===== src/rtl/aclk_time_counter_p_if.sv =====
// Bundles the control, load and display signals of the alarm-clock time counter.
// The counter is the slave; the timebase/control side that drives it is the master.
interface aclk_time_counter_p_if;
  logic       tick;
  logic       hold;
  logic       mode_12h;
  logic       load_new_c;
  logic [3:0] new_hr_ms;
  logic [3:0] new_hr_ls;
  logic [3:0] new_min_ms;
  logic [3:0] new_min_ls;
  logic [3:0] new_sec_ms;
  logic [3:0] new_sec_ls;
  logic [3:0] cur_hr_ms;
  logic [3:0] cur_hr_ls;
  logic [3:0] cur_min_ms;
  logic [3:0] cur_min_ls;
  logic [3:0] cur_sec_ms;
  logic [3:0] cur_sec_ls;
  logic       pm;
  logic       day_wrap;
  logic       load_err;

  // Strobes (tick, load_new_c) are single-cycle pulses sampled on the rising
  // clock edge; there is no back-pressure, every sampled strobe is consumed.
  modport master (
    output tick, hold, mode_12h, load_new_c,
    output new_hr_ms, new_hr_ls, new_min_ms, new_min_ls, new_sec_ms, new_sec_ls,
    input  cur_hr_ms, cur_hr_ls, cur_min_ms, cur_min_ls, cur_sec_ms, cur_sec_ls,
    input  pm, day_wrap, load_err
  );

  modport slave (
    input  tick, hold, mode_12h, load_new_c,
    input  new_hr_ms, new_hr_ls, new_min_ms, new_min_ls, new_sec_ms, new_sec_ls,
    output cur_hr_ms, cur_hr_ls, cur_min_ms, cur_min_ls, cur_sec_ms, cur_sec_ls,
    output pm, day_wrap, load_err
  );
endinterface


===== src/rtl/aclk_time_counter_p.sv =====
// 24-hour BCD time-of-day counter with prescaled tick, validated load, hold,
// combinational 12-hour view and a one-cycle midnight wrap pulse.
module aclk_time_counter_p #(
  parameter int HAS_SECONDS = 1,
  parameter int PRESCALE    = 1
) (
  input  logic                 clk,
  input  logic                 reset_n,
  aclk_time_counter_p_if.slave bus
);

  localparam logic [15:0] PS_LAST = 16'(PRESCALE - 1);

  logic [3:0]  hr_ms, hr_ls, min_ms, min_ls, sec_ms, sec_ls;
  logic [3:0]  hr_ms_n, hr_ls_n, min_ms_n, min_ls_n, sec_ms_n, sec_ls_n;
  logic [15:0] pcnt, pcnt_n;
  logic        day_wrap_q, load_err_q;

  logic load_ok, sec_ok, load_take, accept_tick, advance;
  logic c_sl, c_sm, min_in, c_ml, hour_in, at_23, wrap;

  assign sec_ok  = (HAS_SECONDS == 0) ||
                   ((bus.new_sec_ms <= 4'd5) && (bus.new_sec_ls <= 4'd9));
  assign load_ok = (bus.new_hr_ms <= 4'd2) && (bus.new_hr_ls <= 4'd9) &&
                   !((bus.new_hr_ms == 4'd2) && (bus.new_hr_ls > 4'd3)) &&
                   (bus.new_min_ms <= 4'd5) && (bus.new_min_ls <= 4'd9) && sec_ok;

  assign load_take = bus.load_new_c && load_ok;
  // A rejected load does not swallow the tick; an accepted one does.
  assign accept_tick = bus.tick && !bus.hold && !load_take;
  assign advance     = accept_tick && (pcnt == PS_LAST);

  // Carry chain: each term is true only when every lower digit rolls over.
  assign c_sl    = advance && (sec_ls == 4'd9);
  assign c_sm    = c_sl && (sec_ms == 4'd5);
  assign min_in  = (HAS_SECONDS != 0) ? c_sm : advance;
  assign c_ml    = min_in && (min_ls == 4'd9);
  assign hour_in = c_ml && (min_ms == 4'd5);
  assign at_23   = (hr_ms == 4'd2) && (hr_ls == 4'd3);
  assign wrap    = hour_in && at_23;

  always_comb begin
    hr_ms_n  = hr_ms;
    hr_ls_n  = hr_ls;
    min_ms_n = min_ms;
    min_ls_n = min_ls;
    sec_ms_n = sec_ms;
    sec_ls_n = sec_ls;
    pcnt_n   = pcnt;
    if (load_take) begin
      hr_ms_n  = bus.new_hr_ms;
      hr_ls_n  = bus.new_hr_ls;
      min_ms_n = bus.new_min_ms;
      min_ls_n = bus.new_min_ls;
      sec_ms_n = (HAS_SECONDS != 0) ? bus.new_sec_ms : 4'd0;
      sec_ls_n = (HAS_SECONDS != 0) ? bus.new_sec_ls : 4'd0;
      pcnt_n   = 16'd0;
    end else if (accept_tick) begin
      pcnt_n = advance ? 16'd0 : pcnt + 16'd1;
      if (advance && (HAS_SECONDS != 0)) begin
        sec_ls_n = (sec_ls == 4'd9) ? 4'd0 : sec_ls + 4'd1;
      end
      if (c_sl && (HAS_SECONDS != 0)) begin
        sec_ms_n = (sec_ms == 4'd5) ? 4'd0 : sec_ms + 4'd1;
      end
      if (min_in) begin
        min_ls_n = (min_ls == 4'd9) ? 4'd0 : min_ls + 4'd1;
      end
      if (c_ml) begin
        min_ms_n = (min_ms == 4'd5) ? 4'd0 : min_ms + 4'd1;
      end
      if (hour_in) begin
        if (at_23) begin
          hr_ms_n = 4'd0;
          hr_ls_n = 4'd0;
        end else if (hr_ls == 4'd9) begin
          hr_ms_n = hr_ms + 4'd1;
          hr_ls_n = 4'd0;
        end else begin
          hr_ls_n = hr_ls + 4'd1;
        end
      end
    end
  end

  always_ff @(posedge clk or negedge reset_n) begin
    if (!reset_n) begin
      hr_ms      <= 4'd0;
      hr_ls      <= 4'd0;
      min_ms     <= 4'd0;
      min_ls     <= 4'd0;
      sec_ms     <= 4'd0;
      sec_ls     <= 4'd0;
      pcnt       <= 16'd0;
      day_wrap_q <= 1'b0;
      load_err_q <= 1'b0;
    end else begin
      hr_ms      <= hr_ms_n;
      hr_ls      <= hr_ls_n;
      min_ms     <= min_ms_n;
      min_ls     <= min_ls_n;
      sec_ms     <= sec_ms_n;
      sec_ls     <= sec_ls_n;
      pcnt       <= pcnt_n;
      day_wrap_q <= wrap;
      load_err_q <= bus.load_new_c && !load_ok;
    end
  end

  // 12-hour view: 00 -> 12, 13..19 -> 01..07, 20/21 -> 08/09, 22/23 -> 10/11.
  logic [3:0] disp_hr_ms, disp_hr_ls;
  always_comb begin
    disp_hr_ms = hr_ms;
    disp_hr_ls = hr_ls;
    if (bus.mode_12h) begin
      if ((hr_ms == 4'd0) && (hr_ls == 4'd0)) begin
        disp_hr_ms = 4'd1;
        disp_hr_ls = 4'd2;
      end else if ((hr_ms == 4'd1) && (hr_ls >= 4'd3)) begin
        disp_hr_ms = 4'd0;
        disp_hr_ls = hr_ls - 4'd2;
      end else if (hr_ms == 4'd2) begin
        if (hr_ls <= 4'd1) begin
          disp_hr_ms = 4'd0;
          disp_hr_ls = hr_ls + 4'd8;
        end else begin
          disp_hr_ms = 4'd1;
          disp_hr_ls = hr_ls - 4'd2;
        end
      end
    end
  end

  assign bus.cur_hr_ms  = disp_hr_ms;
  assign bus.cur_hr_ls  = disp_hr_ls;
  assign bus.cur_min_ms = min_ms;
  assign bus.cur_min_ls = min_ls;
  assign bus.cur_sec_ms = (HAS_SECONDS != 0) ? sec_ms : 4'd0;
  assign bus.cur_sec_ls = (HAS_SECONDS != 0) ? sec_ls : 4'd0;
  assign bus.pm         = (hr_ms == 4'd2) || ((hr_ms == 4'd1) && (hr_ls >= 4'd2));
  assign bus.day_wrap   = day_wrap_q;
  assign bus.load_err   = load_err_q;

endmodule


===== src/flat_wrapper.sv =====
// flat-port wrapper written by rule: the top's interface ports become plain ports
module aclk_time_counter_p_flat 
#(
  parameter int HAS_SECONDS = 1,
  parameter int PRESCALE    = 1
)
  (clk, reset_n, bus_tick, bus_hold, bus_mode_12h, bus_load_new_c, bus_new_hr_ms, bus_new_hr_ls, bus_new_min_ms, bus_new_min_ls, bus_new_sec_ms, bus_new_sec_ls, bus_cur_hr_ms, bus_cur_hr_ls, bus_cur_min_ms, bus_cur_min_ls, bus_cur_sec_ms, bus_cur_sec_ls, bus_pm, bus_day_wrap, bus_load_err);
  aclk_time_counter_p_if bus_i ();
  input  logic clk;
  input  logic reset_n;
  input wire logic [$bits(bus_i.tick)-1:0] bus_tick;
  input wire logic [$bits(bus_i.hold)-1:0] bus_hold;
  input wire logic [$bits(bus_i.mode_12h)-1:0] bus_mode_12h;
  input wire logic [$bits(bus_i.load_new_c)-1:0] bus_load_new_c;
  input wire logic [$bits(bus_i.new_hr_ms)-1:0] bus_new_hr_ms;
  input wire logic [$bits(bus_i.new_hr_ls)-1:0] bus_new_hr_ls;
  input wire logic [$bits(bus_i.new_min_ms)-1:0] bus_new_min_ms;
  input wire logic [$bits(bus_i.new_min_ls)-1:0] bus_new_min_ls;
  input wire logic [$bits(bus_i.new_sec_ms)-1:0] bus_new_sec_ms;
  input wire logic [$bits(bus_i.new_sec_ls)-1:0] bus_new_sec_ls;
  output wire logic [$bits(bus_i.cur_hr_ms)-1:0] bus_cur_hr_ms;
  output wire logic [$bits(bus_i.cur_hr_ls)-1:0] bus_cur_hr_ls;
  output wire logic [$bits(bus_i.cur_min_ms)-1:0] bus_cur_min_ms;
  output wire logic [$bits(bus_i.cur_min_ls)-1:0] bus_cur_min_ls;
  output wire logic [$bits(bus_i.cur_sec_ms)-1:0] bus_cur_sec_ms;
  output wire logic [$bits(bus_i.cur_sec_ls)-1:0] bus_cur_sec_ls;
  output wire logic [$bits(bus_i.pm)-1:0] bus_pm;
  output wire logic [$bits(bus_i.day_wrap)-1:0] bus_day_wrap;
  output wire logic [$bits(bus_i.load_err)-1:0] bus_load_err;
  assign bus_i.tick = bus_tick;
  assign bus_i.hold = bus_hold;
  assign bus_i.mode_12h = bus_mode_12h;
  assign bus_i.load_new_c = bus_load_new_c;
  assign bus_i.new_hr_ms = bus_new_hr_ms;
  assign bus_i.new_hr_ls = bus_new_hr_ls;
  assign bus_i.new_min_ms = bus_new_min_ms;
  assign bus_i.new_min_ls = bus_new_min_ls;
  assign bus_i.new_sec_ms = bus_new_sec_ms;
  assign bus_i.new_sec_ls = bus_new_sec_ls;
  assign bus_cur_hr_ms = bus_i.cur_hr_ms;
  assign bus_cur_hr_ls = bus_i.cur_hr_ls;
  assign bus_cur_min_ms = bus_i.cur_min_ms;
  assign bus_cur_min_ls = bus_i.cur_min_ls;
  assign bus_cur_sec_ms = bus_i.cur_sec_ms;
  assign bus_cur_sec_ls = bus_i.cur_sec_ls;
  assign bus_pm = bus_i.pm;
  assign bus_day_wrap = bus_i.day_wrap;
  assign bus_load_err = bus_i.load_err;
  aclk_time_counter_p #(.HAS_SECONDS(HAS_SECONDS), .PRESCALE(PRESCALE)) u_core (.clk(clk), .reset_n(reset_n), .bus(bus_i));
endmodule

===== config.mk =====
export PLATFORM = sky130hd
export DESIGN_NAME = aclk_time_counter_p_flat
export DESIGN_NICKNAME = d
export VERILOG_FILES = /design/src/rtl/aclk_time_counter_p_if.sv /design/src/rtl/aclk_time_counter_p.sv /design/src/flat_wrapper.sv
export SDC_FILE = /design/constraint.sdc
export NUM_CORES = 1
export LEC_CHECK = 0
export BUFFER_PORTS_ARGS = -buffer_cell sky130_fd_sc_hd__buf_4
export CAP_MARGIN = 20
export CORE_MARGIN = 4
export CORE_UTILIZATION = 50
export CTS_CLUSTER_DIAMETER = 60
export DETAILED_ROUTE_END_ITERATION = 6
export GPL_ROUTABILITY_DRIVEN = 0
export GPL_TIMING_DRIVEN = 0
export PLACE_DENSITY_LB_ADDON = 0.1
export SKIP_LAST_GASP = 1
export SYNTH_ARGS = -nofsm -noshare
export SYNTH_HDL_FRONTEND = slang
export SYNTH_SLANG_ARGS = --single-unit
export TNS_END_PERCENT = 10

===== constraint.sdc =====
create_clock -name clk -period 6.6 [get_ports clk]
set_input_delay 0.66 -clock clk [delete_from_list [all_inputs] [get_ports clk]]
set_output_delay 0.66 -clock clk [all_outputs]
set_load 0.1 [all_outputs]

======== Word-level counts from Yosys, hierarchy flattened ========
Cells that the tools add are included.
Widths: inputs -> output; s select.
operators by class
  order comparisons ....................... 10
  reductions and logical operators ........ 42
  multiplexer cells ....................... 39
  equal/unequal tests ..................... 9
  $add $sub $neg .......................... 9
operators with widths
  kind                   count
  $mux 4                 35
  $mux 16                3
  $add 4x1->4 const B    6
  $logic_and 1x1->1      21
  $add 16x1->16 const B  1
  $logic_not 16->1       1
  $eq 4x2->1 const B     3
  $eq 4x4->1 const B     3
  $le 4x4->1 const B     3
  $reduce_bool 2->1      6
  $reduce_and 2->1       5
  $eq 4x3->1 const B     2
  $ge 4x2->1 const B     2
  $le 4x3->1 const B     2
  $logic_not 4->1        2
  $add 4x4->4 const B    1
  $eq 4x1->1 const B     1
  $gt 4x2->1 const B     1
  $le 4x1->1 const B     1
  $le 4x2->1 const B     1
  $logic_not 1->1        4
  $sub 4x2->4 const B    1
  $reduce_and 3->1       1
  $reduce_bool 3->1      1
  other kinds (2)        2
word-level totals
  input port bits ......................... 30
  logic and storage cells ................. 118
  register bits ........................... 42
  output and inout bits ................... 27

======== Longest topological paths before layout ========
  word-level depth ........................ 18
  depth in mapped cells ................... 8
  mapped depth without buffers ............ 7

======== Least setup slack after synthesis ========
OpenSTA, ideal clock, no wires.
  path kind ............................... register -> output
  start ................................... reg u_core.hr_ms[1]
  end ..................................... out bus_cur_hr_ls[3]
  required time ........................... 5.940 ns
  setup slack ............................. 2.232 ns
  arrival time ............................ 3.708 ns
  cell stages (with the launch flop) ...... 7
  path buffers ............................ 0
  cell sequence ........................... dfrtp_1 inv_1 ha_1 or3b_2 a21oi_1 o21ai_0 o31ai_1
between the ends
  cells in the longest elaborated chain, start to end .. 5
  elaborated cells between the ends (all ways) .. 9
  those cells by class .................... eq/ne (2); mux (4); reduce/logical (3)
ends and longest elaborated chain
  element                                      line                                                    text
  from (decl)                                  aclk_time_counter_p.sv:14                               logic [3:0] hr_ms, hr_ls, min_ms, min_ls, sec_ms, sec_ls;
  from (signal assigned)                       aclk_time_counter_p.sv:98                               hr_ms <= hr_ms_n;
  $eq 4x2->1 or $eq 4x1->1 (tied branches)     aclk_time_counter_p.sv:122, aclk_time_counter_p.sv:119
  $mux 4 or $logic_and 1x1->1 (tied branches)  aclk_time_counter_p.sv:122, aclk_time_counter_p.sv:119
  $mux 4                                       aclk_time_counter_p.sv:119                              end else if ((hr_ms == 4'd1) && (hr_ls >= 4'd3)) begin
  $mux 4 *                                     aclk_time_counter_p.sv:116                              if ((hr_ms == 4'd0) && (hr_ls == 4'd0)) begin
  $mux 4 *                                     aclk_time_counter_p.sv:115                              if (bus.mode_12h) begin
  to (decl)                                    flat_wrapper.sv:22                                      output wire logic [$bits(bus_i.cur_hr_ls)-1:0] bus_cur_hr_ls;
Mark *: on every way between the ends. The rest lies on a longest branch, timed or not.

======== Worst setup path in the final report ========
Ends and elaborated chain as after synthesis.

==> results.md <==
* Slowest stage delay, CP at 0.47 ns
* # resized after CTS at 0
* Clk_lat worst skew at 0.30 ns
* Post-DRT Antenna Nets at 0
* Post-route setup TNS at 0 ns
* Die height at 82.1 um
* Core footprint at 0.00520 mm2
* Unrepaired setup endpoints after global routing: false
* Met2 demand-to-capacity share in global routing at 38.6%
* Initial DRC Count at 176
* Synth cell types at 47
* Fillers at 466
* Worst setup path category: reg -> out
* Crit path DAT at 2.55 ns
* Synth area leader: dfrtp_1
* Synth warnings at 0
* Post-detail-place hpwl at 5.29 mm
* Share of flip-flops with an asynchronous set or reset at 100%
* DRC Markers at 0
* Clock Pin Slew Worst Setup and Hold Paths at 0.09 ns
* Max-cap check violation count at 0
* Fin nets at 429
* Die W at 82.1 um
* Grt met3 use at 4.61%
* Slew Limit Fails at 0
* Worst hold-check path type: in -> async
* DR vias at 2688
* Hold-fix buffers at CTS at 0
* Final setup fails at 0
* Deepest clock path buffer count at 2
* Met1 Use GR at 30.0%
* Syn avg cell area at 8.36 um2
* Layout area overhead at 21.9%
* Busiest grt layer: met2
* Leakage at 1.42 nW
* Postcts setup bufs at 0
* P per Cell Area at 286 mW/mm2
* GRT Util Overall at 23.0%
* Vias in the first global route at 2595
* Synthesized netlist net count at 366
* Clock sink count at 42
* Routed WL at 7.15 mm
* Type of origin of the critical path: flop
* CP bufs+invs at 2
* Sequential-to-total area share from yosys stat at 38.3%
* Die area at 0.00673 mm2
* Hold Fails Final Rpt at 0
* First-pass GRT wire length at 11.9 mm
* Row cnt at 26
* Setup Skew at 0.0127 ns
* Total CTS buffers at 5
* Drt first pass iters at 4
* Layout cells sized above 1 at 19.6%
* Vias per cell at 5.82
* Synth Instances at 328
* Pin count of the biggest net entering global routing at 43
* Top cell type's share of synthesized area at 38.3%
* Status: complete, no violations
* Grt ovf at 0
* Req. time, crit path at 5.94 ns
* Initial antenna violation count at 0
* Port Buffer Count at 56
* Starting Density at 52.7%
* Final hold slack at 0.332 ns
* CP Capture Type: output pin
* Slew @ Worst Pin at 1.01 ns
* Htree depth at 2
* Synth Flop Type: dfrtp_1
* Ant diodes at 0
* Period utilisation layout at 48.7%
* Number of synthesized flops with an enable pin at 0
* Maximum VDD drop at 0.398 mV
* CTS Root Buffer Type: clkbuf_8
* Max-slew headroom at 32.0%
* Crit Path Max Fanout at 6
* Cell Area, Synth at 0.00274 mm2
* Slowest cell on crit path: dfrtp_1
* Crit-path cells: inv_1 -> ha_1 -> or3b_2 -> a21oi_1 -> o21ai_0 -> o31ai_1 -> buf_4
* CTS tree: built
* Wire length per cell at 15.5 um
* IO Count at 57
* CP top delay family: compound AO/OA/AOI/OAI gates
* Crit path time final at 3.21 ns
* Fmax at 0.311 GHz
* Synth area leaders: dfrtp_1 38%, nor2_1 5.7%, nand2_1 5.2%, o21ai_0 4.7%, xnor2_1 4.2%
* Post-synthesis register bit count at 42
cells in the final DEF, fill, tap and decap left out, types with 10 or more instances in the layout:
cell type	synthesis	final
a21oi_1	12	12
buf_4	0	56
clkbuf_1	14	14
dfrtp_1	42	42
inv_1	15	15
nand2_1	38	38
nand4_1	10	10
nor2_1	42	42
o21ai_0	26	26
xnor2_1	13	13
report_power, final:
group	internal, mW	switching [mW]
combinational	0.119	0.309
clock	0.0757	0.0994
sequential	0.294	0.0591
total	0.490	0.467
Yosys cell counts (2+ instances only):
| cell | count |
|---|---|
| and3_1 | 6 |
| nand3_1 | 7 |
| or3_1 | 2 |
| or3b_2 | 5 |
| o221a_2 | 2 |
| xor2_1 | 8 |
| mux2i_1 | 3 |
| and4_1 | 4 |
| o2bb2ai_1 | 2 |
| o21ai_0 | 26 |
| clkbuf_1 | 14 |
| xnor2_1 | 13 |
| o31ai_1 | 5 |
| a31oi_1 | 9 |
| nor4bb_1 | 3 |
| nand4b_1 | 3 |
| nand4_1 | 10 |
| nor4_1 | 9 |
| dfrtp_1 | 42 |
| nand2_1 | 38 |
| buf_2 | 2 |
| nor2_1 | 42 |
| a22o_1 | 2 |
| and4b_1 | 2 |
| nand3b_1 | 2 |
| nor4b_1 | 3 |
| a21oi_1 | 12 |
| inv_1 | 15 |
| or4_1 | 3 |
| nand2b_1 | 2 |
| nor3_1 | 7 |
| o211ai_1 | 2 |
| ha_1 | 8 |
| or4_2 | 2 |
registers in the layout, summed over array words and instances, names as in the netlist:
name,count
u_core.bus.cur_min_ls,4
u_core.bus.cur_min_ms,4
u_core.bus.cur_sec_ls,4
u_core.bus.cur_sec_ms,4
u_core.bus.day_wrap,1
u_core.bus.load_err,1
u_core.hr_ls,4
u_core.hr_ms,4
u_core.pcnt,16
per-stage QoR:
stage / instances / setup slack [ns] / util (%) / total power [mW] / area, um2
detailed placement: 454 / 3.73 / 62.5 / 0.785 / 3250
global placement: 454 / 3.73 / 62.5 / 0.778 / 3250
CTS: 462 / 3.40 / 64.2 / 0.960 / 3340
finish: 462 / 3.39 / 64.2 / 0.957 / 3340
floorplan: 328 / 2.23 / - / 0.676 / 2740
global route: 462 / 3.18 / 64.2 / 1.01 / 3340
final cells by class:
class / instances / area [um2] / share of cell area, %
Multi-Input combinational cell: 255 / 1570 / 47.0
Sequential cell: 42 / 1050 / 31.4
Timing Repair Buffer: 56 / 420 / 12.6
Tap cell: 70 / 87.6 / 2.62
Clock buffer: 5 / 68.8 / 2.06
Buffer: 16 / 62.6 / 1.87
Inverter: 15 / 56.3 / 1.68
Clock inverter: 3 / 23.8 / 0.711
logic make-up after synthesis:
logic type / Yosys count / share of synthesized area, %
AND/OR/NAND/NOR: 157 / 31.0
AO/OA/AOI/OAI: 66 / 14.9
flip-flops: 42 / 38.3
buffers and inverters: 31 / 4.33
XOR/XNOR: 21 / 6.71
adder cells (fa/ha/maj): 8 / 3.65
multiplexers: 3 / 1.09
per-layer routing:
metal  share of wire (%)  vias up
met5                   0        -
met4                 1.1        0
met3                 6.4        9
met2                  48       83
met1                  45     1281
li1                    -     1315
path summary, 6_finish.rpt:
| check | depth (start not counted) | from | end | slack, ns |
|---|---|---|---|---|
| setup / recovery | 7 | u_core.hr_ms[1]$_DFFE_PN0P_ | bus_cur_hr_ls[3] | 3.39 |
| setup reg to reg | 8 | u_core.pcnt[0]$_DFFE_PN0P_ | u_core.hr_ls[2]$_DFFE_PN0P_ | 3.91 |
| hold / removal | 1 | reset_n | u_core.bus.cur_min_ls[2]$_DFFE_PN0P_ | 0.33 |
| min in group clk | 3 | bus_new_hr_ls[0] | u_core.hr_ls[0]$_DFFE_PN0P_ | 0.56 |
| max in group asynchronous | 1 | reset_n | u_core.pcnt[15]$_DFFE_PN0P_ | 5.88 |
| hold reg to reg | 2 | u_core.pcnt[8]$_DFFE_PN0P_ | u_core.pcnt[8]$_DFFE_PN0P_ | 0.58 |
No activity file was read; power rests on OpenSTA's default activity.
